===== config.mk =====
export PLATFORM = sky130hd
export DESIGN_NAME = maxpool2d
export DESIGN_NICKNAME = d
export VERILOG_FILES = /design/src/rtl/maxpool2d.sv
export SDC_FILE = /design/constraint.sdc
export NUM_CORES = 1
export LEC_CHECK = 0
export BUFFER_PORTS_ARGS = -buffer_cell sky130_fd_sc_hd__buf_2
export CAP_MARGIN = 10
export CORE_AREA = 2 2 502 504
export CTS_CLUSTER_SIZE = 25
export DETAILED_ROUTE_END_ITERATION = 10
export DIE_AREA = 0 0 504 506
export HOLD_SLACK_MARGIN = 0.08
export SYNTH_ARGS = -nofsm -noshare
export SYNTH_HDL_FRONTEND = slang
export SYNTH_SLANG_ARGS = --single-unit

===== constraint.sdc =====
create_clock -name clk -period 11.3 [get_ports clk]
set_input_delay 2.26 -clock clk [delete_from_list [all_inputs] [get_ports clk]]
set_output_delay 2.26 -clock clk [all_outputs]
set_load 0.01 [all_outputs]

===== src/rtl/maxpool2d.sv =====
// Sequential 2D max-pooling over a channel-major Q16.16 feature map, one window element per cycle.
// Optional fused ReLU on the stored maxima when MAXPOOL_RELU_EN is defined.
module maxpool2d #(
   parameter int IN_H   = 4,
   parameter int IN_W   = 4,
   parameter int CH     = 2,
   parameter int POOL_H = 2,
   parameter int POOL_W = 2,
   parameter int OUT_H  = IN_H / POOL_H,
   parameter int OUT_W  = IN_W / POOL_W,
   parameter int BITS   = 31
) (
   input  logic                                  clk,
   input  logic                                  rstn,
   input  logic                                  start,
   input  logic [IN_H*IN_W*CH*(BITS+1)-1:0]      data_in,
   output logic [OUT_H*OUT_W*CH*(BITS+1)-1:0]    data_out,
   output logic                                  done
);

   localparam int W    = BITS + 1;
   localparam int NIN  = IN_H * IN_W * CH;
   localparam int NOUT = OUT_H * OUT_W * CH;
   localparam int K    = POOL_H * POOL_W;
   localparam int CHW  = (CH > 1)    ? $clog2(CH)    : 1;
   localparam int OHW  = (OUT_H > 1) ? $clog2(OUT_H) : 1;
   localparam int OWW  = (OUT_W > 1) ? $clog2(OUT_W) : 1;
   localparam int KW   = (K > 1)     ? $clog2(K)     : 1;
   localparam int IAW  = (NIN > 1)   ? $clog2(NIN)   : 1;
   localparam int OAW  = (NOUT > 1)  ? $clog2(NOUT)  : 1;

   localparam logic [1:0] S_IDLE  = 2'd0;
   localparam logic [1:0] S_SCAN  = 2'd1;
   localparam logic [1:0] S_WRITE = 2'd2;
   localparam logic [1:0] S_DONE  = 2'd3;

   localparam logic [BITS:0] MOST_NEG = {1'b1, {BITS{1'b0}}};

   logic [1:0]            state_q, state_d;
   logic [CHW-1:0]        ch_q, ch_d;
   logic [OHW-1:0]        orow_q, orow_d;
   logic [OWW-1:0]        ocol_q, ocol_d;
   logic [KW-1:0]         k_q, k_d;
   logic signed [BITS:0]  max_q, max_d;
   logic                  done_q, done_d;
   logic [BITS:0]         dout_q [NOUT];

   logic signed [BITS:0]  din_s [NIN];
   logic signed [BITS:0]  elem_s;
   logic [BITS:0]         wval_s;
   logic [IAW-1:0]        addr_s;
   logic [OAW-1:0]        oidx_s;
   logic                  wr_en_s;

   genvar g;
   for (g = 0; g < NIN; g++) begin : g_unpack
      assign din_s[g] = data_in[g*W +: W];
   end
   for (g = 0; g < NOUT; g++) begin : g_pack
      assign data_out[g*W +: W] = dout_q[g];
   end

   assign done = done_q;

   // Window element address, output slot and the value committed on WRITE
   always_comb begin
      addr_s = IAW'(int'(ch_q) * IN_H * IN_W
                  + (int'(orow_q) * POOL_H + int'(k_q) / POOL_W) * IN_W
                  + int'(ocol_q) * POOL_W + int'(k_q) % POOL_W);
      oidx_s = OAW'(int'(ch_q) * OUT_H * OUT_W + int'(orow_q) * OUT_W + int'(ocol_q));
      elem_s = din_s[addr_s];
`ifdef MAXPOOL_RELU_EN
      wval_s = max_q[BITS] ? {W{1'b0}} : max_q;
`else
      wval_s = max_q;
`endif
   end

   // Next-state logic: scan a window, write its max, walk ocol -> orow -> ch
   always_comb begin
      state_d = state_q;
      ch_d    = ch_q;
      orow_d  = orow_q;
      ocol_d  = ocol_q;
      k_d     = k_q;
      max_d   = max_q;
      done_d  = done_q;
      wr_en_s = 1'b0;
      case (state_q)
         S_IDLE: begin
            if (start) begin
               state_d = S_SCAN;
               ch_d    = {CHW{1'b0}};
               orow_d  = {OHW{1'b0}};
               ocol_d  = {OWW{1'b0}};
               k_d     = {KW{1'b0}};
               max_d   = MOST_NEG;
            end else begin
               state_d = S_IDLE;
            end
         end
         S_SCAN: begin
            if (elem_s > max_q) begin
               max_d = elem_s;
            end else begin
               max_d = max_q;
            end
            if (k_q == KW'(K - 1)) begin
               state_d = S_WRITE;
            end else begin
               k_d = k_q + KW'(1);
            end
         end
         S_WRITE: begin
            wr_en_s = 1'b1;
            max_d   = MOST_NEG;
            k_d     = {KW{1'b0}};
            state_d = S_SCAN;
            if (ocol_q == OWW'(OUT_W - 1)) begin
               ocol_d = {OWW{1'b0}};
               if (orow_q == OHW'(OUT_H - 1)) begin
                  orow_d = {OHW{1'b0}};
                  if (ch_q == CHW'(CH - 1)) begin
                     state_d = S_DONE;
                     done_d  = 1'b1;
                  end else begin
                     ch_d = ch_q + CHW'(1);
                  end
               end else begin
                  orow_d = orow_q + OHW'(1);
               end
            end else begin
               ocol_d = ocol_q + OWW'(1);
            end
         end
         S_DONE: begin
            if (!start) begin
               state_d = S_IDLE;
               done_d  = 1'b0;
            end else begin
               done_d  = 1'b1;
            end
         end
         default: begin
            state_d = S_IDLE;
            done_d  = 1'b0;
         end
      endcase
   end

   // Control and datapath state registers
   always_ff @(posedge clk or negedge rstn) begin
      if (!rstn) begin
         state_q <= S_IDLE;
         ch_q    <= {CHW{1'b0}};
         orow_q  <= {OHW{1'b0}};
         ocol_q  <= {OWW{1'b0}};
         k_q     <= {KW{1'b0}};
         max_q   <= {W{1'b0}};
         done_q  <= 1'b0;
      end else begin
         state_q <= state_d;
         ch_q    <= ch_d;
         orow_q  <= orow_d;
         ocol_q  <= ocol_d;
         k_q     <= k_d;
         max_q   <= max_d;
         done_q  <= done_d;
      end
   end

   // Output map; retained outside WRITE
   always_ff @(posedge clk or negedge rstn) begin
      if (!rstn) begin
         for (int i = 0; i < NOUT; i++) begin
            dout_q[i] <= {W{1'b0}};
         end
      end else if (wr_en_s) begin
         dout_q[oidx_s] <= wval_s;
      end else begin
         dout_q[oidx_s] <= dout_q[oidx_s];
      end
   end

endmodule


==> reports/qor.log, run 1 <==
[run_status] status complete, no violations
[logic_synthesis] number of enable flip-flop cells after synthesis 0
[placement] count of buffers inserted at the top-level ports 1283
[global_routing] first-pass GRT wire length 275000 um
[setup_path] crit-path most repeated cell sky130_fd_sc_hd__nand4_1
[logic_synthesis] post-synthesis instance area 21400 um^2
[routing] routed wire length 221000 um
[setup_path] kind of start point of the critical path primary input
[floorplanning] initial standard-cell utilization of the core 0.0854
[logic_synthesis] most used flip-flop cell after synthesis sky130_fd_sc_hd__dfrtp_1
[logic_synthesis] instance count of the mapped netlist 1928
[sta] summed negative setup slack over all endpoints 0 ps
[sta] Tightest Pin Transition 1200 ps
[routing] number of vias per cell 3.71
[floorplanning] Top-Level Pins 1284
[placement] Routability Congestion 1.00
[logic_synthesis] main area contributors after synthesis sky130_fd_sc_hd__dfrtp_1, sky130_fd_sc_hd__mux4_2, sky130_fd_sc_hd__o21ai_0
[logic_synthesis] mux cell area share after synthesis 0.314
[routing] Detailed Routing Iterations Pass 1 5
[logic_synthesis] Commonest cells post-synth sky130_fd_sc_hd__nand2_1, sky130_fd_sc_hd__o21ai_0, sky130_fd_sc_hd__dfrtp_1
[floorplanning] vertical die dimension 506 um
[setup_path] CP Data Arrival Time 7420 ps
[placement] post-place instance area 31600 um^2
[logic_synthesis] top cell type's share of synthesized area 0.347
[sta] portion of the clock cycle consumed by the worst path in the final layout 0.610
[logic_synthesis] cell accounting for the most synthesized area sky130_fd_sc_hd__dfrtp_1
[global_routing] vias in the first global route 24300
[logic_synthesis] simple-gate share of the synthesized area 0.0913
[global_routing] initial antenna violation count 208
[routing] remaining design rule violation count 0
[placement] total instance count after detailed placement 6429
[sta] Final Setup Violations 0
[clock_network] maximum count of clock buffers along a single path 3
[routing] Routed wire per std cell 33.4 um
[setup_path] family with the most delay on the worst path simple AND/OR/NAND/NOR gates
[sta] shortest period the worst path allows 6890 ps
[run] number of maximum-capacitance constraint violations 0
[logic_synthesis] share of the synthesized area in compound gates (AO/OA/AOI/OAI) 0.177
[clock_network] Hold-fix buffers, CTS 0
[power_and_ir_drop] switching share of power 0.527
[finish] Final Instance Count excl. Fillers 6601
[sta] final-report hold violation count 0
[setup_path] number of buffer and inverter stages on the critical path 1
[logic_synthesis] dominant cell by count in the synthesized netlist sky130_fd_sc_hd__nand2_1
[setup_path] Crit path required time 11830 ps
[setup_path] Critical-path top delay cell sky130_fd_sc_hd__and2_1
[finish] layout net count 4179
[power_and_ir_drop] Logic pwr share 0.639
[clock_network] count of clock tree sinks 296
[power_and_ir_drop] switching power of the nets 4.81 mW
[finish] total non-filler cell area in the finished layout 33100 um^2
[global_routing] global-route usage over all layers 0.166
[floorplanning] total die area 255000 um^2
[placement] post-place setup slack 3600 ps
[logic_synthesis] synth unique cells 56
[sta] clock tree skew after final layout 37.7 ps
[sta] minimum setup slack in the final design 4410 ps
[setup_path] cell-by-cell trace of the critical path buf_2 -> mux4_2 -> a22oi_1 -> nand4_1 -> ha_1 -> nand4_1 -> nor4_1 -> and3_1 -> o31ai_1 -> a31oi_2 -> and2_1 -> a22o_1
[logic_synthesis] Mapped Nets 2988
[clock_network] Max H-tree Level 2
[power_and_ir_drop] clock share of power 0.128
[logic_synthesis] share of synthesized cell area in full adder, half adder and majority cells 0.0193
[clock_network] post-CTS sizing 0
[finish] count of fill cells added during filler insertion 28700
[sta] final slew viol count 0
[global_routing] maximum number of pins on one net before global-route repair 173
[power_and_ir_drop] Int Power 4.32 mW
[setup_path] worst setup path category primary input to flop
[routing] count of routing violations after the opening detailed-route iteration 1967
[power_and_ir_drop] static leakage 14.0 nW
[routing] number of routed nets with antenna violations 0
[sta] Max Fclk 145 MHz
[logic_synthesis] sequential area share after synthesis 0.347
[sta] remaining max-slew budget at the tightest pin 0.199
[power_and_ir_drop] Sequential Power Share 0.233
[floorplanning] number of placement rows 184
[floorplanning] core area 250000 um^2
[power_and_ir_drop] worst-case vdd ir drop 0.000178 V
[logic_synthesis] async set-or-reset flop fraction in the synthesized netlist 1.00
[clock_network] Num CTS Buffers 36
[routing] Vias 24500
[global_routing] grt total ovfl 0
[power_and_ir_drop] ratio of total power to cell area 276 nW/um^2
[setup_path] worst reg2reg setup slack 4610 ps
[setup_path] critical path endpoint category flop
[setup_path] largest incremental delay on the critical path 970 ps
[hold_path] type of the worst min-delay path flop to flop
[clock_network] post-CTS setup repair buffer count 0
[logic_synthesis] mean cell area of the mapped netlist 11.1 um^2
[setup_path] largest fanout of any net on the critical path 30
[placement] HPWL after detailed placement 194000 um
[finish] share of layout cells above drive strength 1 0.552
[sta] unrepaired setup endpoints after global routing false
[finish] area added between synthesis and finish 54.8%
[clock_network] register clock-pin slew on the reported worst setup and hold paths 60 ps
[floorplanning] horizontal die dimension 504 um
[clock_network] TritonCTS clock tree done
[logic_synthesis] dominant combinational cell family by area after synthesis multiplexers
[logic_synthesis] number of storage elements in the synthesis netlist 296
[logic_synthesis] YS warnings 0
[clock_network] Clock Latency Late Sink 600 ps
[clock_network] master cell of the clock root buffer sky130_fd_sc_hd__clkbuf_16
[logic_synthesis] post-synthesis share of cell area spent on xor and xnor gates 0
## through the flow
step                 util  hold WS [ps]  power (mW)
floorplan               -           482        5.21
global placement    0.126           477        8.06
detailed placement  0.126           488        8.14
CTS                 0.131           503        9.32
global route        0.132           527        9.75
finish              0.132           501        9.13
## per-layer routing
| layer | global-route usage | vias up | share of wire |
|---|---|---|---|
| li1 | - | 10000 | - |
| met1 | 0.191 | 12400 | 0.38 |
| met2 | 0.289 | 1691 | 0.49 |
| met3 | 0.0518 | 365 | 0.089 |
| met4 | 0.0548 | 62 | 0.040 |
| met5 | 0 | - | 0.0019 |
## final timing paths
kind                         startpoint       endpoint  cells after the start
max                        data_in[510]       max_q[7]                     12
min                        data_out[55]   data_out[55]                      2
max reg2reg                      k_q[0]       max_q[7]                     12
min reg2reg                data_out[55]   data_out[55]                      2
max in group asynchronous          rstn   data_out[52]                      3
min in group asynchronous          rstn  data_out[202]                      1
## area by class of cell
type                            count  area (um^2)  share of cell area
Clock inverter                     10          128             0.00386
Tap cell                         3348         4190               0.127
Sequential cell                   296         7420               0.224
Timing Repair Buffer             1342         6940               0.210
Antenna cell                      109          273             0.00825
Multi-Input combinational cell   1408        12900               0.391
Clock buffer                       53         1050              0.0319
Inverter                           35          131             0.00397
## worst reg2reg max path, cell delays in order, from the launching register on
cell                      delay (ps)
sky130_fd_sc_hd__dfrtp_4         790
sky130_fd_sc_hd__buf_12          580
sky130_fd_sc_hd__mux4_2          710
sky130_fd_sc_hd__a22oi_1         900
sky130_fd_sc_hd__nand4_1         620
sky130_fd_sc_hd__ha_1            550
sky130_fd_sc_hd__nand4_1         170
sky130_fd_sc_hd__nor4_1          430
sky130_fd_sc_hd__and3_1          250
sky130_fd_sc_hd__o31ai_1         100
sky130_fd_sc_hd__a31oi_2         250
sky130_fd_sc_hd__and2_1          970
sky130_fd_sc_hd__a22o_1          290
## cell families after synthesis
kind of cell             after synthesis
AO/OA/AOI/OAI                        592
adder cells (fa/ha/maj)               33
buffers and inverters                224
flip-flops                           296
multiplexers                         331
AND/OR/NAND/NOR                      452
## cell usage in the layout, fill, tap and decap left out, types with 36 or more instances in the layout
cell and count:
sky130_fd_sc_hd__mux4_2 268, sky130_fd_sc_hd__clkbuf_16 36, sky130_fd_sc_hd__a22oi_1 115, sky130_fd_sc_hd__dfrtp_1 292, sky130_fd_sc_hd__a22o_1 48, sky130_fd_sc_hd__diode_2 109
sky130_fd_sc_hd__o21ai_0 303, sky130_fd_sc_hd__nand2_1 311, sky130_fd_sc_hd__buf_2 1282, sky130_fd_sc_hd__buf_4 54
## registers in the layout (all words and copies together) (netlist names)
register,cells
data_out,256
max_q,32
k_q,2
state_q,2
ch_q,1
done,1
ocol_q,1
orow_q,1
## power by group through the flow
stage	Sequential [mW]	Clock (mW)	Combinational (mW)
2_1_floorplan	1.94	0	3.27
3_3_place_gp	2.14	0	5.93
3_5_place_dp	2.16	0	5.98
4_1_cts	2.15	1.18	5.99
5_1_grt	2.20	1.22	6.33
6_report	2.13	1.17	5.83
(Power assumes the default switching activity.)
==> run 2, diff against run 1 <==
--- a/config.mk
+++ b/config.mk
@@ -5,12 +5,13 @@
 export SDC_FILE = /design/constraint.sdc
 export NUM_CORES = 1
 export LEC_CHECK = 0
+export ABC_AREA = 1
 export BUFFER_PORTS_ARGS = -buffer_cell sky130_fd_sc_hd__buf_2
 export CAP_MARGIN = 10
-export CORE_AREA = 2 2 502 504
+export CORE_AREA = 2 2 494 496
 export CTS_CLUSTER_SIZE = 25
 export DETAILED_ROUTE_END_ITERATION = 10
-export DIE_AREA = 0 0 504 506
+export DIE_AREA = 0 0 496 498
 export HOLD_SLACK_MARGIN = 0.08
 export SYNTH_ARGS = -nofsm -noshare
 export SYNTH_HDL_FRONTEND = slang
==> constraint.sdc (replaced) <==
create_clock -name clk -period 5.7 [get_ports clk]
set_input_delay 1.14 -clock clk [delete_from_list [all_inputs] [get_ports clk]]
set_output_delay 1.14 -clock clk [all_outputs]
set_load 0.01 [all_outputs]
==> run 2 against run 1 <==
Effect of this change: worst setup slack worse by 3500 ps; non-clock buffer count rose by 39; clock skew is 6.0 ps lower; count of clock-buffer cells in the layout shrank 1; combinational power up 140%; via count increased by 30%; sequential power up 85%.
==> reports/qor.log, run 2 <==
[setup_path] worst reg2reg setup slack 930 ps
[placement] total instance count after detailed placement 7879
[power_and_ir_drop] worst-case vdd ir drop 0.000560 V
[sta] summed negative setup slack over all endpoints 0 ps
[clock_network] post-CTS setup repair buffer count 0
[finish] final standard cell utilization of the core 0.143
[sta] final slew viol count 0
[floorplanning] vertical die dimension 498 um
[routing] routed wire length 206000 um
[placement] count of buffers inserted at the top-level ports 1283
[setup_path] largest fanout of any net on the critical path 31
[logic_synthesis] Mapped Nets 4668
[finish] layout net count 5776
[routing] number of vias per cell 3.97
[floorplanning] Top-Level Pins 1284
[floorplanning] horizontal die dimension 496 um
[placement] Routability Congestion 0.966
[finish] area added between synthesis and finish 48.0%
[sta] clock tree skew after final layout 31.6 ps
[finish] Final Instance Count excl. Fillers 8032
[setup_path] number of buffer and inverter stages on the critical path 5
[logic_synthesis] synth unique cells 35
[clock_network] register clock-pin slew on the reported worst setup and hold paths 60 ps
[setup_path] kind of start point of the critical path flop
[floorplanning] core area 242000 um^2
[floorplanning] initial standard-cell utilization of the core 0.0964
[clock_network] TritonCTS clock tree done
[setup_path] family with the most delay on the worst path simple AND/OR/NAND/NOR gates
[floorplanning] total die area 247000 um^2
[sta] Tightest Pin Transition 1100 ps
[clock_network] Max H-tree Level 2
[clock_network] Clock Latency Late Sink 570 ps
[power_and_ir_drop] Tot Pwr 20.5 mW
[setup_path] largest incremental delay on the critical path 910 ps
[run] number of maximum-capacitance constraint violations 0
[logic_synthesis] YS warnings 0
[power_and_ir_drop] ratio of total power to cell area 595 nW/um^2
[logic_synthesis] instance count of the mapped netlist 3608
[setup_path] endpoint of the most critical register-to-register path max_q[1]
[sta] shortest period the worst path allows 4770 ps
[logic_synthesis] most used flip-flop cell after synthesis sky130_fd_sc_hd__dfrtp_1
[finish] flip-flop count of the largest register after layout 256
[setup_path] Critical-path top delay cell sky130_fd_sc_hd__dfrtp_4
[setup_path] Reg-to-Reg Start ocol_q
[finish] commonest cells after routing, fill and taps aside sky130_fd_sc_hd__buf_2, sky130_fd_sc_hd__nor2_1, sky130_fd_sc_hd__o21ai_0
[logic_synthesis] sequential area share after synthesis 0.318
[sta] final-report hold violation count 0
[routing] Vias 31900
[finish] share of layout cells above drive strength 1 0.323
[sta] remaining max-slew budget at the tightest pin 0.267
[run_status] status complete, no violations
[logic_synthesis] main area contributors after synthesis sky130_fd_sc_hd__dfrtp_1, sky130_fd_sc_hd__o21ai_0, sky130_fd_sc_hd__nor2_1
[floorplanning] number of placement rows 181
[finish] leading cell type in the layout, fill and taps excluded sky130_fd_sc_hd__buf_2
[setup_path] crit-path most repeated cell sky130_fd_sc_hd__nand2_1
[setup_path] launch point of the worst path ocol_q
[logic_synthesis] dominant cell by count in the synthesized netlist sky130_fd_sc_hd__nor2_1
[sta] Max Fclk 210 MHz
[setup_path] Crit path required time 6150 ps
[logic_synthesis] number of storage elements in the synthesis netlist 296
[setup_path] worst setup path category flop to flop
[routing] count of routing violations after the opening detailed-route iteration 3667
[clock_network] count of clock tree sinks 296
[logic_synthesis] top cell type's share of synthesized area 0.318
[logic_synthesis] number of enable flip-flop cells after synthesis 0
[global_routing] maximum number of pins on one net before global-route repair 169
[sta] unrepaired setup endpoints after global routing false
[global_routing] grt total ovfl 0
[logic_synthesis] cell accounting for the most synthesized area sky130_fd_sc_hd__dfrtp_1
[logic_synthesis] Commonest cells post-synth sky130_fd_sc_hd__nor2_1, sky130_fd_sc_hd__o21ai_0, sky130_fd_sc_hd__nand2_1
[setup_path] critical path endpoint category flop
[routing] number of routed nets with antenna violations 0
[global_routing] first-pass GRT wire length 268000 um
[logic_synthesis] async set-or-reset flop fraction in the synthesized netlist 1.00
[global_routing] global-route usage over all layers 0.158
[hold_path] type of the worst min-delay path flop to flop
[routing] remaining design rule violation count 0
[global_routing] vias in the first global route 30100
[clock_network] Hold-fix buffers, CTS 0
[power_and_ir_drop] static leakage 15.7 nW
[sta] Final Setup Violations 0
[setup_path] Register-to-Register Path Depth 25
[sta] portion of the clock cycle consumed by the worst path in the final layout 0.837
[setup_path] end of the critical path max_q[1]
[clock_network] master cell of the clock root buffer sky130_fd_sc_hd__clkbuf_16
[clock_network] Num CTS Buffers 37
[setup_path] number of logic stages on the critical path including buffering 25
[clock_network] maximum count of clock buffers along a single path 3
[placement] HPWL after detailed placement 171000 um
[routing] Routed wire per std cell 25.7 um
[setup_path] CP Data Arrival Time 5220 ps
[finish] count of fill cells added during filler insertion 28500
[global_routing] initial antenna violation count 133
[routing] Detailed Routing Iterations Pass 1 6
[clock_network] post-CTS sizing 0
[logic_synthesis] mean cell area of the mapped netlist 6.46 um^2
[logic_synthesis] post-synthesis instance area 23300 um^2
==> run 2: cell types whose count changed after synthesis, moves of 51 or more <==
cell / change
sky130_fd_sc_hd__a21oi_1: +51
sky130_fd_sc_hd__nand2_1: +313
sky130_fd_sc_hd__clkbuf_1: +97
sky130_fd_sc_hd__inv_2: +68
sky130_fd_sc_hd__nand3_1: +121
sky130_fd_sc_hd__o21ai_1: +78
sky130_fd_sc_hd__o21ai_0: +447
sky130_fd_sc_hd__a22oi_1: -86
sky130_fd_sc_hd__o211ai_1: +227
sky130_fd_sc_hd__mux4_2: -268
sky130_fd_sc_hd__nor2_1: +748
==> run 2: logic make-up after synthesis <==
kind of cell,share of synthesized area
adder cells (fa/ha/maj),0.0177
flip-flops,0.318
AO/OA/AOI/OAI,0.300
buffers and inverters,0.0925
AND/OR/NAND/NOR,0.272
==> run 2: worst register-to-register path: stages, from the launching register on <==
cell and delay (ps):
sky130_fd_sc_hd__dfrtp_4 910, sky130_fd_sc_hd__buf_12 260, sky130_fd_sc_hd__buf_4 330, sky130_fd_sc_hd__nor2_1 100
sky130_fd_sc_hd__o21ai_0 70, sky130_fd_sc_hd__o21ai_0 110, sky130_fd_sc_hd__o211ai_1 860, sky130_fd_sc_hd__nand2_1 160
sky130_fd_sc_hd__inv_2 130, sky130_fd_sc_hd__nand2_1 60, sky130_fd_sc_hd__ha_1 260, sky130_fd_sc_hd__nand2_1 60
sky130_fd_sc_hd__nor2_1 150, sky130_fd_sc_hd__nand2_1 70, sky130_fd_sc_hd__nand2_1 70, sky130_fd_sc_hd__nand2_1 50
sky130_fd_sc_hd__nand2_1 70, sky130_fd_sc_hd__nand2_1 60, sky130_fd_sc_hd__nand2_1 60, sky130_fd_sc_hd__nand2_1 40
sky130_fd_sc_hd__nand3_1 90, sky130_fd_sc_hd__buf_4 240, sky130_fd_sc_hd__nand2_1 100, sky130_fd_sc_hd__buf_4 220
sky130_fd_sc_hd__nand2_1 90, sky130_fd_sc_hd__nand2_1 50
==> run 2: power by group <==
| group | total, mW | switching, mW | internal (mW) |
|---|---|---|---|
| Sequential | 3.93 | 0.986 | 2.94 |
| Clock | 2.35 | 1.04 | 1.31 |
| Combinational | 14.2 | 10.2 | 4.05 |
| Total | 20.5 | 12.2 | 8.30 |
==> run 2: final cells by class <==
class / instances / area [um^2] / share of cell area
antenna: 85 / 213 / 0.00617
multi-input combinational: 2868 / 13800 / 0.399
sequential: 296 / 7420 / 0.215
timing repair buffer: 1381 / 7380 / 0.214
tap: 3202 / 4010 / 0.116
clock inverter: 16 / 123 / 0.00355
clock buffer: 52 / 1050 / 0.0305
inverter: 132 / 528 / 0.0153
==> run 2: worst min-delay path by stage <==
stage | end | slack, ps | startpoint | cells after the start
after floorplan | max_q[31] | 480 | max_q[31] | 2
after global placement | done | 460 | done | 2
after detailed placement | done | 470 | done | 2
after CTS | done | 490 | done | 2
after global routing | max_q[25] | 520 | max_q[25] | 2
final | done | 480 | done | 2
==> run 2: metal layers <==
layer	up-vias	routed length (um)	global-route usage
li1	14600	-	-
met1	15000	86800	0.205
met2	1891	93000	0.255
met3	305	17000	0.0332
met4	50	9190	0.0613
met5	-	322	0
==> run 2: per-stage QoR <==
| stage | worst slack (ps) | instance area [um^2] | hold slack [ps] |
|---|---|---|---|
| floorplan | 2450 | 23300 | 476 |
| global placement | 949 | 33100 | 458 |
| detailed placement | 989 | 33100 | 471 |
| CTS | 950 | 34300 | 487 |
| global route | 652 | 34400 | 525 |
| finish | 930 | 34500 | 480 |
